**config.mk**
```make
export PLATFORM = sky130hd
export DESIGN_NAME = regfile_mp
export DESIGN_NICKNAME = d
export VERILOG_FILES = /design/src/rtl/regfile_mp.sv
export SDC_FILE = /design/constraint.sdc
export NUM_CORES = 2
export LEC_CHECK = 0
export ABC_AREA = 0
export CORE_MARGIN = 1
export CORE_UTILIZATION = 40
export DETAILED_ROUTE_END_ITERATION = 10
export MAX_ROUTING_LAYER = met4
export PLACE_DENSITY_LB_ADDON = 0.25
export SYNTH_ARGS = -nofsm -noshare
export SYNTH_HDL_FRONTEND = slang
export SYNTH_SLANG_ARGS = --single-unit
```
**constraint.sdc**
```tcl
create_clock -name clk -period 125.5 [get_ports clk]
set_clock_uncertainty 0.2 [all_clocks]
set_input_delay 31.375 -clock clk [delete_from_list [all_inputs] [get_ports clk]]
set_output_delay 31.375 -clock clk [all_outputs]
set_load 0.02 [all_outputs]
```
**src/rtl/regfile_mp.sv**
```systemverilog
// Multi-ported register file with a per-register pending-write scoreboard.
// Reads are combinational with same-cycle write bypass; writes and scoreboard updates land on the rising clock.
module regfile_mp #(
  parameter int DATA_W = 32,
  parameter int ADDR_W = 5,
  parameter int NRD    = 2,
  parameter int NWR    = 2
) (
  input  logic                  clk,
  input  logic                  rst,
  input  logic [NWR-1:0]        we,
  input  logic [NWR*ADDR_W-1:0] waddr,
  input  logic [NWR*DATA_W-1:0] wdata,
  input  logic [NRD-1:0]        re,
  input  logic [NRD*ADDR_W-1:0] raddr,
  output logic [NRD*DATA_W-1:0] rdata,
  output logic [NRD-1:0]        rbusy,
  input  logic                  set_en,
  input  logic [ADDR_W-1:0]     set_addr
);

  localparam int NREG = 2 ** ADDR_W;

  logic [DATA_W-1:0] regs [NREG];
  logic [NREG-1:0]   busy;
  logic [NREG-1:0]   busy_next;

  // Ports are walked in ascending order so the highest-index writer lands last.
  always_ff @(posedge clk or posedge rst) begin
    if (rst) begin
      for (int i = 0; i < NREG; i++) begin
        regs[i] <= '0;
      end
    end else begin
      for (int k = 0; k < NWR; k++) begin
        if (we[k] && (waddr[k*ADDR_W +: ADDR_W] != '0)) begin
          regs[waddr[k*ADDR_W +: ADDR_W]] <= wdata[k*DATA_W +: DATA_W];
        end
      end
    end
  end

  // Completing writes clear pending bits; a new set applied afterwards wins over a clear.
  always_comb begin
    busy_next = busy;
    for (int k = 0; k < NWR; k++) begin
      if (we[k]) begin
        busy_next[waddr[k*ADDR_W +: ADDR_W]] = 1'b0;
      end
    end
    if (set_en && (set_addr != '0)) begin
      busy_next[set_addr] = 1'b1;
    end
    busy_next[0] = 1'b0;
  end

  always_ff @(posedge clk or posedge rst) begin
    if (rst) begin
      busy <= '0;
    end else begin
      busy <= busy_next;
    end
  end

  // A same-cycle write to the read address both supplies the data and resolves the hazard.
  always_comb begin
    rdata = '0;
    rbusy = '0;
    for (int j = 0; j < NRD; j++) begin
      logic [ADDR_W-1:0] a;
      logic [DATA_W-1:0] val;
      logic              hit;
      a   = raddr[j*ADDR_W +: ADDR_W];
      val = regs[a];
      hit = 1'b0;
      for (int k = 0; k < NWR; k++) begin
        if (we[k] && (waddr[k*ADDR_W +: ADDR_W] == a)) begin
          hit = 1'b1;
          val = wdata[k*DATA_W +: DATA_W];
        end
      end
      if (!rst && re[j] && (a != '0)) begin
        rdata[j*DATA_W +: DATA_W] = val;
        rbusy[j]                  = hit ? 1'b0 : busy[a];
      end
    end
  end

endmodule

```
After elaboration in Yosys (flattened, before gate mapping)
Cells that the tools add are included.

word-level totals
  register bits = 1055
  output and inout port bits = 66

cells by class
  $lt $le $gt $ge = 14
  eq/ne operators = 4
  muxes and demuxes = 41
  bitwise operators = 9
  reduce and logical (&&, ||, !) cells = 22

operators with widths
  cell                                                  number
  bitwise mux 1024 bit                                  2
  2-to-1 mux 1024 bit                                   2
  2-to-1 mux 32 bit                                     15
  binary-select mux 32 bit (select 5 bit)               2
  demux 32 bit (select 5 bit)                           2
  AND 32 bit                                            2
  inverter 32 bit                                       2
  bitwise OR 32 bit                                     1
  < comparator 5 x 6 -> 1 bit (second input constant)   5
  nonzero test 5 bit                                    5
  >= comparator 6 bit (second input constant)           4
  inverter 5 -> 6 bit                                   4
  equality test 5 bit                                   4
  logical AND 1 bit                                     16
  demux 1 bit (select 5 bit)                            3
  >= comparator 5 x 1 -> 1 bit (second input constant)  3
  2-to-1 mux 1 bit                                      13
  < comparator 6 x 1 -> 1 bit (second input constant)   2
  binary-select mux 1 bit (select 5 bit)                2
  zero test 1 bit                                       1

Depth between registers and ports, before layout
  depth in word-level cells = 11
  depth in mapped cells = 11
  mapped depth without buffers = 6

Worst setup path before layout
No wires, ideal clock.

  kind = input to output
  start = input port rst
  end = output port rdata[5]
  data arrival time = 58.313 ns
  required time = 93.925 ns
  path slack = 35.612 ns
  stages on the path = 3
  cell sequence = inv_1 > nand3_1 > o32ai_1

between the ends
  longest elaborated chain between the ends = 4

RTL lines
  item                             RTL line  text
  start, declared                  10        input logic rst,
  zero test 1 bit                  82        if (!rst && re[j] && (a != '0)) begin
  logical AND 1 bit (2 in series)  82
  2-to-1 mux 32 bit                82
  end, declared                    16        output logic [NRD*DATA_W-1:0] rdata,

No other way between the ends.

Worst setup path after layout
  start = input port raddr[5]
  end = output port rdata[56]

between the ends
  longest elaborated chain between the ends = 7

RTL lines
  item                                                   RTL line  text
  start, declared                                        15        input logic [NRD*ADDR_W-1:0] raddr,
  inverter 5 -> 6 bit (implied by the code)              74        val = regs[a];
  binary-select mux 32 bit (select 5 bit)                74
  2-to-1 mux 32 bit (implied by the code) (2 in series)  74
  2-to-1 mux 32 bit (2 in series)                        77        if (we[k] && (waddr[k*ADDR_W +: ADDR_W] == a)) begin
  2-to-1 mux 32 bit *                                    82

Every way passes the cells marked *; elsewhere a longest branch is shown, timed or not. The select of a mux whose other input is x is not followed.

==> metrics.txt <==
# TYPE chip_impl_metric gauge
chip_impl_info{name="outcome",value="finished with violations"} 1
chip_impl_info{name="violations",value="capacitance limit, slew limit"} 1
chip_impl_info{name="clock_tree_from_tritoncts",value="yes"} 1
chip_impl_metric{name="grtUsageTotal",unit="%"} 38.11
chip_impl_info{name="hold_wc_path_type",value="reg -> reg"} 1
chip_impl_info{name="endpoint_kind_of_the_worst_setup_timing_path",value="primary output"} 1
chip_impl_metric{name="effective_utilization_at_floorplan",unit="%"} 40.41
chip_impl_metric{name="cts.reportedPaths.clkPinSlew",unit="ps"} 60
chip_impl_metric{name="die-height",unit="microns"} 410.7
chip_impl_metric{name="via_count",unit=""} 60580
chip_impl_metric{name="finalWeightedCongestion",unit=""} 0.9285
chip_impl_metric{name="tightestPinTransition",unit="ps"} 1617
chip_impl_metric{name="synth-warning-count",unit=""} 0
chip_impl_metric{name="placeableCoreArea",unit="sq mm"} 0.1654
chip_impl_metric{name="largest_net_degree_at_the_start_of_global_routing",unit=""} 156
chip_impl_metric{name="post_synthesis_area_per_instance",unit="sq um"} 9.911
chip_impl_metric{name="grt_first_pass_wirelength",unit="mm"} 445.7
chip_impl_metric{name="drt_pass1_iterations",unit=""} 7
chip_impl_info{name="synth_top_flop_cell",value="dfrtp_1"} 1
chip_impl_metric{name="netlist_area",unit="sq mm"} 0.06682
chip_impl_info{name="setup_cp_type",value="in -> out"} 1
chip_impl_metric{name="preCtsSetupSlack",unit="ps"} 56630
chip_impl_metric{name="slew_violations",unit=""} 31
chip_impl_metric{name="number_of_global_route_vias_before_repair",unit=""} 56810
chip_impl_metric{name="routed_wirelength",unit="mm"} 319.2
chip_impl_metric{name="hold_buffers",unit=""} 0
chip_impl_metric{name="postSynthNetCount",unit=""} 6838
chip_impl_metric{name="cts_h_tree_lvls",unit=""} 3
chip_impl_metric{name="layout-area-overhead-vs-synth",unit="%"} 10.19
chip_impl_metric{name="leakage",unit="nW"} 32.42
chip_impl_info{name="setup.worst_path.start_class",value="input pin"} 1
chip_impl_info{name="ctsRootBufferMaster",value="clkbuf_16"} 1
chip_impl_metric{name="placed_cells",unit=""} 8386
chip_impl_metric{name="via_per_inst",unit=""} 7.010
chip_impl_metric{name="fin_nets",unit=""} 6414
chip_impl_metric{name="finalSetupViolCount",unit=""} 0
chip_impl_metric{name="critPathRequiredTime",unit="ps"} 93920
chip_impl_metric{name="slew_headroom",unit="%"} -7.817
chip_impl_metric{name="cts.repair_timing.setup_buffer_count",unit=""} 0
chip_impl_metric{name="remaining_drc_errors",unit=""} 0
chip_impl_metric{name="power_density",unit="mW/mm^2"} 15.91
chip_impl_metric{name="yosys.cell_types.count",unit=""} 60
chip_impl_metric{name="site_rows",unit=""} 149
chip_impl_metric{name="clock_sinks",unit=""} 1055
chip_impl_metric{name="clock_latency",unit="ps"} 750
chip_impl_metric{name="synth-edff-count",unit=""} 0
chip_impl_metric{name="timing.final.ws_setup",unit="ps"} 56500
chip_impl_metric{name="netlist_instances",unit=""} 6742
chip_impl_metric{name="ys_seq_elements",unit=""} 1055
chip_impl_metric{name="cap_viol_max_count",unit=""} 1
chip_impl_metric{name="die-area",unit="sq mm"} 0.1687
chip_impl_metric{name="max-clock-path-buffers",unit=""} 3
chip_impl_metric{name="clock_buffer_count_from_cts",unit=""} 119
chip_impl_metric{name="final_layout_size_suffix_gt1_share",unit="%"} 16.44
chip_impl_metric{name="dp_hpwl",unit="mm"} 169.9
chip_impl_metric{name="grt_antenna_before_repair",unit=""} 22
chip_impl_info{name="layout.cells.most_common_list",value="dfrtp_1, mux2i_1, nand2_1, o21ai_0, a22oi_1"} 1
chip_impl_info{name="layout_commonest_cell",value="dfrtp_1"} 1
chip_impl_metric{name="setup_tns",unit="ps"} 0
chip_impl_metric{name="synth-seq-area-share",unit="%"} 39.51
chip_impl_metric{name="hold_viol",unit=""} 0
chip_impl_metric{name="power.ir.vdd_worst",unit="uV"} 12.79
chip_impl_info{name="worst_setup_path_startpoint",value="raddr[5]"} 1
chip_impl_metric{name="reg2reg_setup_slack",unit="ps"} 124380
chip_impl_metric{name="ys_async_sr_fraction",unit="%"} 100.0
chip_impl_metric{name="final_cell_count_no_fill",unit=""} 8642
chip_impl_metric{name="boundaryPins",unit=""} 162
chip_impl_metric{name="post_cts.resized_instances",unit=""} 0
chip_impl_metric{name="io_buffers",unit=""} 161
chip_impl_info{name="crit-reg2reg-launch",value="regs[927]$_DFF_PP0_"} 1
chip_impl_info{name="grt_setup_unrepaired",value="no"} 1
chip_impl_metric{name="fmax",unit="MHz"} 14.49
chip_impl_metric{name="detail-route-antenna-nets",unit=""} 0
chip_impl_metric{name="detail_route.iter0.violations",unit=""} 10350
chip_impl_metric{name="die_x",unit="microns"} 410.7
chip_impl_metric{name="crit_arrival",unit="ps"} 37430
chip_impl_metric{name="portion_of_the_clock_cycle_consumed_by_the_worst_path_in_the_final_layout",unit="%"} 54.98
chip_impl_metric{name="overall_overflow_remaining_after_global_route",unit=""} 0
chip_impl_metric{name="period_needed",unit="ps"} 69000
chip_impl_metric{name="maximum_fanout_along_the_worst_path",unit=""} 54
chip_impl_metric{name="wire_per_inst",unit="microns"} 36.93
chip_impl_metric{name="n_fill_cell",unit=""} 15350
chip_impl_info{name="timing.hold.worst.start",value="regs[1000]$_DFF_PP0_"} 1
==> registers in the layout (all words and copies together), names as in the netlist <==
name	cells
busy	31
regs	1024
==> critical path, stage by stage <==
cell             delay, ps
buf_8                  450
buf_4                  790
buf_4                  910
buf_4                  910
buf_4                  830
mux2_2                 420
a21oi_1                130
o21ai_0                130
o22ai_1                190
a211oi_1               100
or3_1                  460
clkdlybuf4s50_1        580
==> stage by stage <==
stage	hold slack (ps)	area (sq um)	total power [W]	utilization, %
2_1_floorplan	241.3	66820	0.0006905	-
3_3_place_gp	178.0	69290	0.0007644	41.90
3_5_place_dp	183.7	69290	0.0007745	41.90
4_1_cts	197.1	73540	0.001159	44.47
5_1_grt	206.1	73600	0.001211	44.51
6_report	197.0	73630	0.001171	44.53
==> path summary, 6_finish.rpt <==
kind,endpoint,cells after the start
setup / recovery,rdata[56],12
hold / removal,regs[1000]$_DFF_PP0_,0
setup reg to reg,regs[927]$_DFF_PP0_,2
hold reg to reg,regs[1000]$_DFF_PP0_,0
max in group asynchronous,regs[157]$_DFF_PP0_,7
min in group asynchronous,busy[2]$_DFF_PP0_,2
==> routing by layer <==
layer  routed length (microns)  vias up  part of all wire, %  GRT usage [%]
li1                          -    24050                    -              -
met1                    118200    30090                   37          47.87
met3                     45360     1210                   14          12.80
met4                     23290        0                  7.3          25.00
met2                    132300     5229                   41          51.88
met5                         0        -                    0              -
==> cell type report <==
type	count	area [sq um]	share of cell area, %
antenna	34	85.08	0.1156
clock buffer	168	3495	4.746
clock inverter	54	760.7	1.033
inverter	17	71.32	0.09686
multi-input combinational	4784	37050	50.33
sequential	1055	26400	35.86
tap	2189	2739	3.720
timing repair buffer	341	3023	4.106
==> synthesized netlist by cell type (8+ instances only) <==
library cell	n	area (sq um)
a2111oi_0	32	280.3
a211o_1	31	271.5
a211oi_1	92	690.7
a21oi_1	422	2112
a22oi_1	496	3724
a32o_1	27	270.3
a32oi_1	17	148.9
and2_1	29	181.4
buf_1	36	135.1
buf_2	191	955.9
buf_4	45	337.8
buf_6	23	259.0
clkbuf_1	567	2128
clkbuf_2	24	120.1
dfrtp_1	1055	26400
inv_1	17	63.81
mux2_2	187	2106
mux2i_1	788	7888
mux4_2	349	7860
nand2_1	817	3067
nand2b_1	10	62.56
nand3b_1	8	60.06
nor2_1	407	1528
nor2_2	12	75.07
nor2b_1	36	225.2
o2111ai_1	30	262.8
o21ai_0	705	3528
o21ai_1	27	135.1
o221ai_1	60	525.5
o22ai_1	93	581.8
or3_1	34	212.7
xnor2_1	8	70.07
xor2_1	12	105.1
==> cell families after synthesis <==
| kind of cell | share of synthesized area, % |
|---|---|
| compound gates | 18.99 |
| simple gates | 8.533 |
| flops | 39.51 |
| mux | 26.72 |
| buf+inv | 5.986 |
| xor+xnor | 0.2622 |
==> report_power, final <==
| group | internal [W] | total, W | switching [W] |
|---|---|---|---|
| sequential | 0.000425 | 0.000500 | 0.0000749 |
| clock | 0.000230 | 0.000390 | 0.000160 |
| combinational | 0.000145 | 0.000281 | 0.000136 |
Note: power is estimated with default switching activity, not from simulation.
